<file path="config.mk">
export PLATFORM = sky130hd
export DESIGN_NAME = ps2_host_tx
export DESIGN_NICKNAME = d
export VERILOG_FILES = /design/src/rtl/ps2_host_pkg.sv /design/src/rtl/ps2_host_tx_timer.sv /design/src/rtl/ps2_host_tx.sv
export SDC_FILE = /design/constraint.sdc
export NUM_CORES = 1
export LEC_CHECK = 0
export CORE_MARGIN = 2
export CORE_UTILIZATION = 30
export DETAILED_ROUTE_END_ITERATION = 10
export PLACE_DENSITY = 0.48
export SETUP_SLACK_MARGIN = 0.5
export SKIP_CTS_REPAIR_TIMING = 1
export SYNTH_ARGS = -nofsm -noshare
export SYNTH_HDL_FRONTEND = slang
export SYNTH_SLANG_ARGS = --single-unit
</file>
<file path="constraint.sdc">
create_clock -name sys_clk -period 4.15 [get_ports sys_clk]
set_input_delay 0.415 -clock sys_clk [delete_from_list [all_inputs] [get_ports sys_clk]]
set_output_delay 0.415 -clock sys_clk [all_outputs]
set_load 0.05 [all_outputs]
</file>
<file path="src/rtl/ps2_host_pkg.sv">
// rtl/ps2_host_pkg.sv - shared state type, timing constants and frame helpers for the PS/2 host transmitter
package ps2_host_pkg;

    typedef enum logic [2:0] {
        IDLE,
        INHIBIT,
        REQ,
        WAIT_START,
        SHIFT,
        WAIT_IDLE,
        DONE
    } ps2_tx_state_t;

    localparam int T_100US_CYCLES     = 5000;
    localparam int T_15MS_CYCLES      = 750000;
    localparam int T_2MS_CYCLES       = 100000;
    localparam int PS2_TX_FRAME_EDGES = 11;

    // Level driven after device negedge idx: 1..8 data LSB first, 9 parity, 10 stop.
    function automatic logic frame_bit(input logic [7:0] data, input logic parity,
                                       input logic [3:0] idx);
        logic b;
        b = 1'b1;
        if (idx >= 4'd1 && idx <= 4'd8) begin
            b = data[3'(idx - 4'd1)];
        end else if (idx == 4'd9) begin
            b = parity;
        end
        return b;
    endfunction

    function automatic int max3(input int a, input int b, input int c);
        int m;
        m = (a > b) ? a : b;
        return (m > c) ? m : c;
    endfunction

endpackage

</file>
<file path="src/rtl/ps2_host_tx_timer.sv">
// rtl/ps2_host_tx_timer.sv - loadable saturating down-counter shared by all timed transmitter states
module ps2_host_tx_timer #(
    parameter int W = 20
) (
    input  logic         clk_i,
    input  logic         rst_ni,
    input  logic         load_i,
    input  logic [W-1:0] load_val_i,
    output logic         zero_o
);

    logic [W-1:0] cnt_q, cnt_d;

    always_comb begin
        cnt_d = cnt_q;
        if (load_i) begin
            cnt_d = load_val_i;
        end else if (cnt_q != '0) begin
            cnt_d = cnt_q - W'(1);
        end
    end

    always_ff @(posedge clk_i or negedge rst_ni) begin
        if (!rst_ni) begin
            cnt_q <= '0;
        end else begin
            cnt_q <= cnt_d;
        end
    end

    assign zero_o = (cnt_q == '0);

endmodule

</file>
<file path="src/rtl/ps2_host_tx.sv">
// rtl/ps2_host_tx.sv - PS/2 host-to-device transmitter (request-to-send, shift, ACK); PS2_HOST_TX_RETRY_EN adds one automatic resend
module ps2_host_tx
    import ps2_host_pkg::*;
#(
    parameter int INHIBIT_CYCLES       = T_100US_CYCLES,
    parameter int START_TIMEOUT_CYCLES = T_15MS_CYCLES,
    parameter int XFER_TIMEOUT_CYCLES  = T_2MS_CYCLES
) (
    input  logic       sys_clk,
    input  logic       sys_rst_n,
    input  logic       ps2_clk_posedge,
    input  logic       ps2_clk_negedge,
    input  logic       ps2_data_in,
    input  logic [7:0] tx_data,
    input  logic       tx_valid,
    output logic       tx_ready,
    output logic       tx_busy,
    output logic       tx_done,
    output logic       tx_error,
    output logic       ps2_clk_oe,
    output logic       ps2_data_oe
);

    localparam int TW = $clog2(max3(INHIBIT_CYCLES, START_TIMEOUT_CYCLES, XFER_TIMEOUT_CYCLES));
    localparam logic [3:0] LAST_EDGE = 4'(PS2_TX_FRAME_EDGES - 1);

    ps2_tx_state_t state_q, state_d;
    logic [7:0]    data_q, data_d;
    logic          parity_q, parity_d;
    logic [3:0]    bitcnt_q, bitcnt_d;
    logic          nack_q, nack_d;
    logic          err_q, err_d;
    logic          tmr_load, tmr_zero, fail, finish, expire;
    logic [TW-1:0] tmr_val;
`ifdef PS2_HOST_TX_RETRY_EN
    logic          retry_q, retry_d;
`endif

    ps2_host_tx_timer #(.W(TW)) u_timer (
        .clk_i      (sys_clk),
        .rst_ni     (sys_rst_n),
        .load_i     (tmr_load),
        .load_val_i (tmr_val),
        .zero_o     (tmr_zero)
    );

    always_ff @(posedge sys_clk or negedge sys_rst_n) begin
        if (!sys_rst_n) begin
            state_q  <= IDLE;
            data_q   <= '0;
            parity_q <= 1'b0;
            bitcnt_q <= '0;
            nack_q   <= 1'b0;
            err_q    <= 1'b0;
`ifdef PS2_HOST_TX_RETRY_EN
            retry_q  <= 1'b0;
`endif
        end else begin
            state_q  <= state_d;
            data_q   <= data_d;
            parity_q <= parity_d;
            bitcnt_q <= bitcnt_d;
            nack_q   <= nack_d;
            err_q    <= err_d;
`ifdef PS2_HOST_TX_RETRY_EN
            retry_q  <= retry_d;
`endif
        end
    end

    always_comb begin
        state_d  = state_q;
        data_d   = data_q;
        parity_d = parity_q;
        bitcnt_d = bitcnt_q;
        nack_d   = nack_q;
        err_d    = err_q;
        tmr_load = 1'b0;
        tmr_val  = '0;
        fail     = 1'b0;
        finish   = 1'b0;
`ifdef PS2_HOST_TX_RETRY_EN
        retry_d  = retry_q;
`endif
        case (state_q)
            IDLE: begin
                if (tx_valid) begin
                    data_d   = tx_data;
                    parity_d = ~^tx_data;
                    bitcnt_d = '0;
                    nack_d   = 1'b0;
                    tmr_load = 1'b1;
                    tmr_val  = TW'(INHIBIT_CYCLES - 1);
                    state_d  = INHIBIT;
`ifdef PS2_HOST_TX_RETRY_EN
                    retry_d  = 1'b0;
`endif
                end
            end
            INHIBIT: begin
                if (tmr_zero) state_d = REQ;
            end
            REQ: begin
                tmr_load = 1'b1;
                tmr_val  = TW'(START_TIMEOUT_CYCLES - 1);
                state_d  = WAIT_START;
            end
            WAIT_START: begin
                if (ps2_clk_negedge) begin
                    bitcnt_d = 4'd1;
                    tmr_load = 1'b1;
                    tmr_val  = TW'(XFER_TIMEOUT_CYCLES - 1);
                    state_d  = SHIFT;
                end else if (tmr_zero) begin
                    fail = 1'b1;
                end
            end
            SHIFT: begin
                if (ps2_clk_negedge) begin
                    if (bitcnt_q == LAST_EDGE) begin
                        nack_d  = ps2_data_in;
                        state_d = WAIT_IDLE;
                    end else begin
                        bitcnt_d = bitcnt_q + 4'd1;
                    end
                end else if (tmr_zero) begin
                    fail = 1'b1;
                end
            end
            WAIT_IDLE: begin
                if (ps2_clk_posedge) begin
                    finish = 1'b1;
                end else if (tmr_zero) begin
                    fail = 1'b1;
                end
            end
            DONE:    state_d = IDLE;
            default: state_d = IDLE;
        endcase

        if (fail || finish) begin
`ifdef PS2_HOST_TX_RETRY_EN
            // One silent resend of the latched byte before reporting a failure.
            if (!retry_q && (fail || nack_q)) begin
                retry_d  = 1'b1;
                bitcnt_d = '0;
                nack_d   = 1'b0;
                tmr_load = 1'b1;
                tmr_val  = TW'(INHIBIT_CYCLES - 1);
                state_d  = INHIBIT;
            end else
`endif
            begin
                err_d   = fail | nack_q;
                state_d = DONE;
            end
        end
    end

    // Lines are dropped in the very cycle a timeout fires, ahead of the state change.
    always_comb begin
        expire      = tmr_zero & ~ps2_clk_negedge;
        tx_ready    = (state_q == IDLE);
        tx_busy     = (state_q != IDLE);
        tx_done     = (state_q == DONE);
        tx_error    = err_q;
        ps2_clk_oe  = 1'b0;
        ps2_data_oe = 1'b0;
        case (state_q)
            INHIBIT:    ps2_clk_oe = 1'b1;
            REQ: begin
                ps2_clk_oe  = 1'b1;
                ps2_data_oe = 1'b1;
            end
            WAIT_START: ps2_data_oe = ~expire;
            SHIFT:      ps2_data_oe = ~frame_bit(data_q, parity_q, bitcnt_q) & ~expire;
            default: begin
                ps2_clk_oe  = 1'b0;
                ps2_data_oe = 1'b0;
            end
        endcase
    end

endmodule

</file>
---- Word level (Yosys, flattened, before mapping) ----
Index checks and enable logic that the tools add are counted.
cells by class
  magnitude comparators ................... 3
  bitwise operators ....................... 6
  mux-type cells .......................... 37
  reduce and logical (&&, ||, !) cells .... 16
  add/sub/neg operators ................... 3
  equality and inequality tests ........... 19
operators by type and width
  cell                     count
  $pmux W20 S3             1
  $mux W20                 2
  $logic_not A20 Y1        1
  $reduce_bool A20 Y1      1
  $sub A20 B1 Y20 const B  1
  $mux W3                  6
  $pmux W3 S6              1
  $mux W17                 1
  $mux W4                  4
  $mux W1                  15
  $mux W13                 1
  $ne A2 B2 Y1 const B     6
  $ne A3 B3 Y1 const B     4
  $pmux W4 S3              1
  $eq A3 B3 Y1 const B     3
  $eq A4 B4 Y1 const B     2
  $reduce_xnor A8 Y1       1
  $eq A3 B2 Y1 const B     2
  $pmux W1 S3              2
  $reduce_and A6 Y1        1
  $reduce_bool A3 Y1       2
  $reduce_and A5 Y1        1
  $add A4 B1 Y4 const B    1
  $ge A4 B1 Y1 const B     1
  17 further kinds         23
word-level totals
  register bits ........................... 38
  word-level logic and storage cells ...... 91
  output and inout bits ................... 6
  input bits .............................. 14

---- Longest topological paths before layout ----
Gate-level depths: netlist (run 1).
  word-level depth ........................ 8
  gate-level depth with buffers ........... 8

---- By module ----
A second synthesis (run 1) with hierarchy kept.
second synthesis, totals
  cell total of the unflattened synthesis .. 255
  area, all modules ....................... 2463.6 µm²
modules (own cells, without submodules)
  module             times used  cells an instance  area each (µm²)
  ps2_host_tx        1           132                1261.2
  ps2_host_tx_timer  1           123                1202.4

---- Least setup slack after synthesis (run 1) ----
No wires, ideal clock.
  kind .................................... reg2out
  start point ............................. reg bitcnt_q[0]
  end point ............................... out ps2_data_oe
  required time ........................... 3735 ps
  buffers on the path ..................... 0
  cell stages (with the launch flop) ...... 7
  data arrival time ....................... 2614 ps
  slack ................................... 1121 ps
  cell sequence ........................... dfrtp_1 inv_1 ha_1 mux4_2 mux2i_1 nand2_1 a221oi_1
between the ends
  word-level cells in the longest chain between the ends .. 8
ends and longest elaborated chain
  item                           RTL line            text
  start, declared                ps2_host_tx.sv:30   logic [3:0] bitcnt_q, bitcnt_d;
  start signal, assigned         ps2_host_tx.sv:62   bitcnt_q <= bitcnt_d;
  $sub A3 B1 Y3                  ps2_host_pkg.sv:25  b = data[3'(idx - 4'd1)];
  $bmux W1 S3                    ps2_host_pkg.sv:25
  $mux W1 (implied by the code)  ps2_host_pkg.sv:25
  $mux W1 (*)                    ps2_host_pkg.sv:24  if (idx >= 4'd1 && idx <= 4'd8) begin
  $mux W1 (*)                    ps2_host_tx.sv:169  case (state_q)
  $not A1 Y1 (*)                 ps2_host_tx.sv:176  SHIFT: ps2_data_oe = ~frame_bit(data_q, parity_q, bitcnt_q) & ~expire;
  $and A1 B1 Y1 (*)              ps2_host_tx.sv:176
  $pmux W1 S3 (*)                ps2_host_tx.sv:169
  end, declared                  ps2_host_tx.sv:21   output logic ps2_data_oe
Mark *: on every way between the ends. The rest lies on a longest branch, timed or not. The select of a mux whose other input is x is not followed.

---- Final worst setup path (run 1) ----
Same ends and word-level chain as after synthesis.

==> impl_results.md, run 1 <==
* Placed Instances at between 300 and 400
* Diodes inserted at 0
* Final Skew at 0.007966 ns
* Sequential power share at 0.412
* Vias in the first global route at roughly 1900
* Clk pwr share at 0.136
* Worst Tran Pin Value at 0.8948 ns
* Fraction of the yosys area taken by sequential cells at 0.4002
* Clock Sink Count at 38
* Post-Synthesis Cell Area at 2376 um^2
* Yosys top cell area share at 0.4002
* Final Hold Viols at 0
* Setup_tns at 0 ns
* Drt first-iter violations at 82
* Clk root buf: clkbuf_8
* Die W at ~93 um
* Crit path cell chain: inv_1, ha_1, mux4_2, mux2i_1, nand2_1, a221oi_1, dlymetal6s2s_1
* Worst R2R End: u_timer.cnt_q[19]$_DFFE_PN0P_
* Via/cell ratio at 4.961
* Slowest CP cell: dfrtp_1
* Detailed Routing Iterations Pass 1 at 4
* Die height at 93.00 um
* CP max stage delay at 0.50 ns
* Internal at slightly below 1 mW
* Effective utilization at floorplan at 0.3091
* FILL cells at 824
* Post-synthesis cell type count at 50
* Async S/R FF share, synth at 1.000
* Final HPWL DP at 3966 um
* Critical path class: reg2out
* CTS clk-pin slew, worst paths at 0.08 ns
* Syn_nets at roughly 290
* FF+latch count, synth at 38
* Final hold slack at 0.2395 ns
* Buf+Inv Stages, Crit Path at 2
* Routed via count at between 1500 and 2000
* Final setup viols at 0
* Post-Synthesis Cells at 264
* Crit end category: output port
* Final Slew Violations at 0
* Initial antenna violation count at 0
* MaxCap Viol Count at 0
* Switch share at 0.4433
* Leakage at 1.150 nW
* NetSw at 0.7859 mW
* Peak Freq at 328.8 MHz
* Reg-to-reg slack, setup at between 1.5 and 2 ns
* Layout cell share with drive strength beyond 1 at 0.08571
* Reg-to-reg startpoint: u_timer.cnt_q[0]$_DFFE_PN0P_
* Combinational power share at 0.452
* Largest net degree at the start of global routing at 39
* Critical path data required time at 3.73 ns
* GRT overflow at 0
* Peak supply drop at 0.2869 mV
* Area leader, netlist: dfrtp_1
* H-tree lvl count at 2
* Crit share post-route at 0.7328
* Period minus WS final at 3.041 ns
* Power Dens Cells at ~650 nW/um^2
* Slew margin rel. at 0.4035
* Most used DFF post-synth: dfrtp_1
* Status: finished, final reports clean
* Synth-to-layout area growth at 14.43%
* Arrival time worst endpoint at 2.63 ns
* DRT antenna net count at 0
* DRC at 0
* Crit-path leading delay family: buffers and inverters
* Pwr Total at between 1.5 and 2 mW
* Global-route usage over all layers at 0.1376
* TritonCTS Buffers at 5
* Number of synthesized flops with an enable pin at 0
* Clk Latency, worst-skew pair at 0.29 ns
* Die area at 8648 um^2
* GPL Wtd Cong at 0.7921
* CP Max Fanout at 7
* Non-filler cells, final at roughly 380
* Nets at 301
* RSZ-0062 raised after global routing: false
* First-pass GRT wire length at 9418 um
* Worst R2R Path Depth at 7
* Mean Syn Cell Area at 9.000 um^2
* I/O pin total at 20
* Synth top cells by count: 50 x nand2_1, 38 x dfrtp_1, 31 x nor2_1
* Worst Hold Class: in2async
* Count of buffers from port buffering at 19
* CTS tree: built
* Setup crit start kind: flop
* Row cnt at 32
* Largest cells by area after synthesis: dfrtp_1 40%, nand2_1 7.9%, xnor2_1 7.0%, nor2_1 4.9%, ha_1 3.7%
* YS warnings at 0
* Most common cell in the netlist: nand2_1
* Max Root-Sink Buffers at 2
* DRT Wirelength at 5456 um
* Wire length per cell at 14.28 um
* CORE AREA at 7687 um^2
metrics by stage:
stage / worst slack (ns) / utilization / cell area (um^2)
after floorplan: 1.121 / - / 2376
after global placement: 1.092 / 0.3431 / 2638
final: 1.109 / 0.3537 / 2719
after detailed placement: 1.020 / 0.3431 / 2638
after global routing: 0.8623 / 0.3537 / 2719
after CTS: 0.6725 / 0.3534 / 2716
placed cells by master (no fill, tap or decap), types with 3 or more instances in the layout:
cell              n
o21ai_0           9
inv_1            10
o22ai_1           3
xor2_1            8
a21oi_1          12
nor3b_2           3
xnor2_1          19
nor3_1            4
nand2_1          50
nand4_1           4
a221oi_1          3
ha_1              7
nor2_1           31
clkdlybuf4s50_1  17
clkbuf_8          5
nor2b_1           3
mux2i_1           3
dfrtp_1          38
and3_1            3
nand3_1           6
power by group through the flow:
stage	registers, mW	clock network (mW)	logic [mW]
3_3_place_gp	0.739	0	0.798
6_report	0.730	0.242	0.801
4_1_cts	0.730	0.251	0.809
2_1_floorplan	0.665	0	0.665
5_1_grt	0.761	0.273	0.898
3_5_place_dp	0.737	0	0.800
area by class of cell:
| cell class | instances | area [um^2] | area share |
|---|---|---|---|
| Multi-Input combinational cell | 206 | 1336 | 0.4915 |
| Clock buffer | 5 | 68.82 | 0.02531 |
| Sequential cell | 38 | 950.9 | 0.3497 |
| Timing Repair Buffer | 19 | 187.7 | 0.06903 |
| Inverter | 10 | 37.54 | 0.01381 |
| Tap cell | 102 | 127.6 | 0.04694 |
| Clock inverter | 2 | 10.01 | 0.003682 |
how the worst max path moves through the flow:
stage          cells past startpoint  slack [ns]                     from          end
2_1_floorplan                      6        1.12  bitcnt_q[0]$_DFFE_PN0P_  ps2_data_oe
3_3_place_gp                       7        1.09  bitcnt_q[0]$_DFFE_PN0P_  ps2_data_oe
3_5_place_dp                       7        1.02  bitcnt_q[0]$_DFFE_PN0P_  ps2_data_oe
4_1_cts                            7        0.67  bitcnt_q[0]$_DFFE_PN0P_  ps2_data_oe
5_1_grt                            7        0.86  bitcnt_q[0]$_DFFE_PN0P_  ps2_data_oe
6_report                           7        1.11  bitcnt_q[0]$_DFFE_PN0P_  ps2_data_oe
logic make-up after synthesis:
logic type / Yosys count / share of synthesized area
and+or+nand+nor: 123 / 0.2691
AOI/OAI and AO/OA: 44 / 0.1253
DFF: 38 / 0.4002
xor gates and xnor gates: 27 / 0.09953
buffers and inverters: 20 / 0.03739
adders and majority gates: 7 / 0.03686
muxes: 5 / 0.03159
layer usage:
metal	vias up	global-route usage	wire length (um)
met3	7	0.02981	186
li1	940	-	-
met4	0	0.03554	55
met1	910	0.1928	2645
met5	-	0	0
met2	38	0.2162	2568
registers in the layout, indices dropped and copies added, names as in the netlist:
signal         flops
bitcnt_q           4
data_q             8
nack_q             1
parity_q           1
state_q            3
tx_error           1
u_timer.cnt_q     20
Note: power is estimated with default switching activity, not from simulation.
==> run 2, diff against run 1 <==
==> constraint.sdc (replaced) <==
create_clock -name sys_clk -period 2.9 [get_ports sys_clk]
set_input_delay 0.29 -clock sys_clk [delete_from_list [all_inputs] [get_ports sys_clk]]
set_output_delay 0.29 -clock sys_clk [all_outputs]
set_load 0.05 [all_outputs]
==> run 2 against run 1 <==
Final cell count increased by 1.8%; largest power group unchanged; count of clock-buffer cells in the layout increased by 1; clock power rose by 140%; worst hold slack worse by 0.14 ns; global-route usage is 0.71 points higher; sequential share of layout area shrank 1.9 points; largest cell class unchanged.
==> impl_results.md, run 2 (synthesis gave the netlist of run 1 again) <==
* Global-route usage over all layers at 0.1447 (+0.007105)
* I/O pin total at 20 (unchanged)
* Nets at 307 (+2.0%)
* Crit end category: output port
* Die area at 8648 um^2 (unchanged)
* Arrival time worst endpoint at 2.11 ns (-0.52 ns)
* FILL cells at 814 (-1.2%)
* Largest net degree at the start of global routing at 39 (unchanged)
* Final setup viols at 0 (unchanged)
* Critical path class: reg2out
* CP Max Fanout at 5 (-2)
* CTS tree: built
* Clk root buf: clkbuf_8
* Vias in the first global route at 1926 (+3.3%)
* Worst Hold Class: in2async
* Clock Sink Count at 38 (unchanged)
* Final Hold Viols at 0 (unchanged)
* Die W at 93.00 um (unchanged)
* Effective utilization at floorplan at 0.3091 (unchanged)
* Status: finished, final reports clean
* Wire length per cell at 14.64 um (+2.5%)
* CP max stage delay at 0.43 ns (-0.07 ns)
* Largest registers: u_timer.cnt_q x20, data_q x8, bitcnt_q x4
* Buf+Inv Stages, Crit Path at 2 (unchanged)
* RSZ-0062 raised after global routing: true
* Period minus WS final at ~2.4 ns
* Peak supply drop at 0.4130 mV (+44%)
* Slew margin rel. at 0.4095 (+0.006065)
* Setup_tns at 0 ns (unchanged)
* Storage element area at 953.4 um^2 (+0.26%)
* Synth-to-layout area growth at 21.38%
* DRC at 0 (unchanged)
* Peak Freq at between 400 and 500 MHz
* Drt first-iter violations at 61 (-26%)
* CTS clk-pin slew, worst paths at 0.09 ns (about the same)
* Row cnt at 32 (unchanged)
* Most frequent cells in the layout: 50 x nand2_1, 36 x dfrtp_1, 31 x nor2_1, 19 x xnor2_1, 15 x clkdlybuf4s50_1
* GRT overflow at 0 (unchanged)
* Initial antenna violation count at 0 (unchanged)
* Crit path cell chain: inv_2, ha_4, mux4_2, mux2i_1, nand2_1, a221oi_4, buf_12
* Detailed Routing Iterations Pass 1 at 4 (unchanged)
* Leakage at 1.245 nW (+8.3%)
* Max Root-Sink Buffers at 2 (unchanged)
* Setup crit start kind: flop
* Crit share post-route at 0.8264
* Critical path data required time at 2.61 ns (-1.12 ns)
* Crit-path leading delay family: flip-flops
* Power Dens Cells at 1000 nW/um^2 (+53%)
* CORE AREA at 7687 um^2 (unchanged)
* Multi-input logic area at 1378 um^2 (+3.1%)
* Commonest non-fill, non-tap cell in the layout: nand2_1
* Routed via count at 1920 (+1.3%)
* Final HPWL DP at 4107 um (+3.6%)
* Setup WS pre-CTS at 0.5759 ns (-0.4437 ns)
* Clk Latency, worst-skew pair at 0.30 ns (about the same)
* Layout cell share with drive strength beyond 1 at 0.1394 (+0.05366)
* Largest register by flop count: u_timer.cnt_q
* First-pass GRT wire length at 9839 um (+4.5%)
* Via/cell ratio at 4.936 (-0.50%)
* MaxCap Viol Count at 0 (unchanged)
* Worst Tran Pin Value at 0.8857 ns (-0.009099 ns)
* Final Slew Violations at 0 (unchanged)
* DRT Wirelength at 5694 um (+4.4%)
* Max reg flops at 20 (unchanged)
* Slowest CP cell: dfrtp_1
* H-tree lvl count at 2 (unchanged)
* Diodes inserted at 0 (unchanged)
* Die height at 93.00 um (unchanged)
* TritonCTS Buffers at 5 (unchanged)
* Final worst slack at 0.5035 ns (-0.6053 ns)
* Final Skew at 0.01049 ns (+0.002529 ns)
* Count of buffers from port buffering at 19 (unchanged)
* DRT antenna net count at 0 (unchanged)
* GPL Wtd Cong at 0.7732 (-2.4%)
==> run 2: layout make-up <==
type                            instances  area share
Clock buffer                            6     0.02863
Tap cell                              102     0.04425
Inverter                               10     0.01302
Multi-Input combinational cell        206      0.4777
Clock inverter                          2     0.02082
Timing Repair Buffer                   25     0.08503
Sequential cell                        38      0.3306
==> run 2: layer usage <==
| metal | global-route usage | up-vias | routed length [um] |
|---|---|---|---|
| li1 | - | 948 | - |
| met3 | 0.02659 | 7 | 207 |
| met5 | 0 | - | 0 |
| met2 | 0.2216 | 35 | 2660 |
| met1 | 0.2081 | 930 | 2755 |
| met4 | 0.04289 | 0 | 70 |
==> run 2: worst paths after layout <==
| check | from | endpoint | slack, ns | depth (start not counted) |
|---|---|---|---|---|
| worst min register to register | data_q[6]$_DFFE_PN0P_ | data_q[6]$_DFFE_PN0P_ | 0.48 | 2 |
| min in group sys_clk | data_q[6]$_DFFE_PN0P_ | data_q[6]$_DFFE_PN0P_ | 0.48 | 2 |
| worst max-delay path | bitcnt_q[1]$_DFFE_PN0P_ | ps2_data_oe | 0.50 | 7 |
| worst min-delay path | sys_rst_n | u_timer.cnt_q[2]$_DFFE_PN0P_ | 0.1 | 1 |
| max in group asynchronous | sys_rst_n | state_q[0]$_DFFE_PN0P_ | 2.18 | 1 |
| worst max register to register | u_timer.cnt_q[13]$_DFFE_PN0P_ | u_timer.cnt_q[19]$_DFFE_PN0P_ | 0.86 | 5 |
==> run 2: stage by stage <==
step	total power [mW]	utilization	instance area [um^2]	hold WS, ns	std cells
6_report	2.884	0.3752	2884	0.09747	389
5_1_grt	3.126	0.3752	2884	0.1801	389
4_1_cts	2.852	0.3662	2815	0.1399	384
3_5_place_dp	2.265	0.3477	2673	0.4669	376
3_3_place_gp	2.255	0.3477	2673	0.4678	376
2_1_floorplan	1.934	-	2394	-0.005591	264
==> run 2: where the power goes <==
part / internal [mW] / leakage, nW / switching (mW)
clock network: 0.367 / 0.0714 / 0.208
registers: 0.747 / 0.471 / 0.297
logic: 0.574 / 0.703 / 0.691
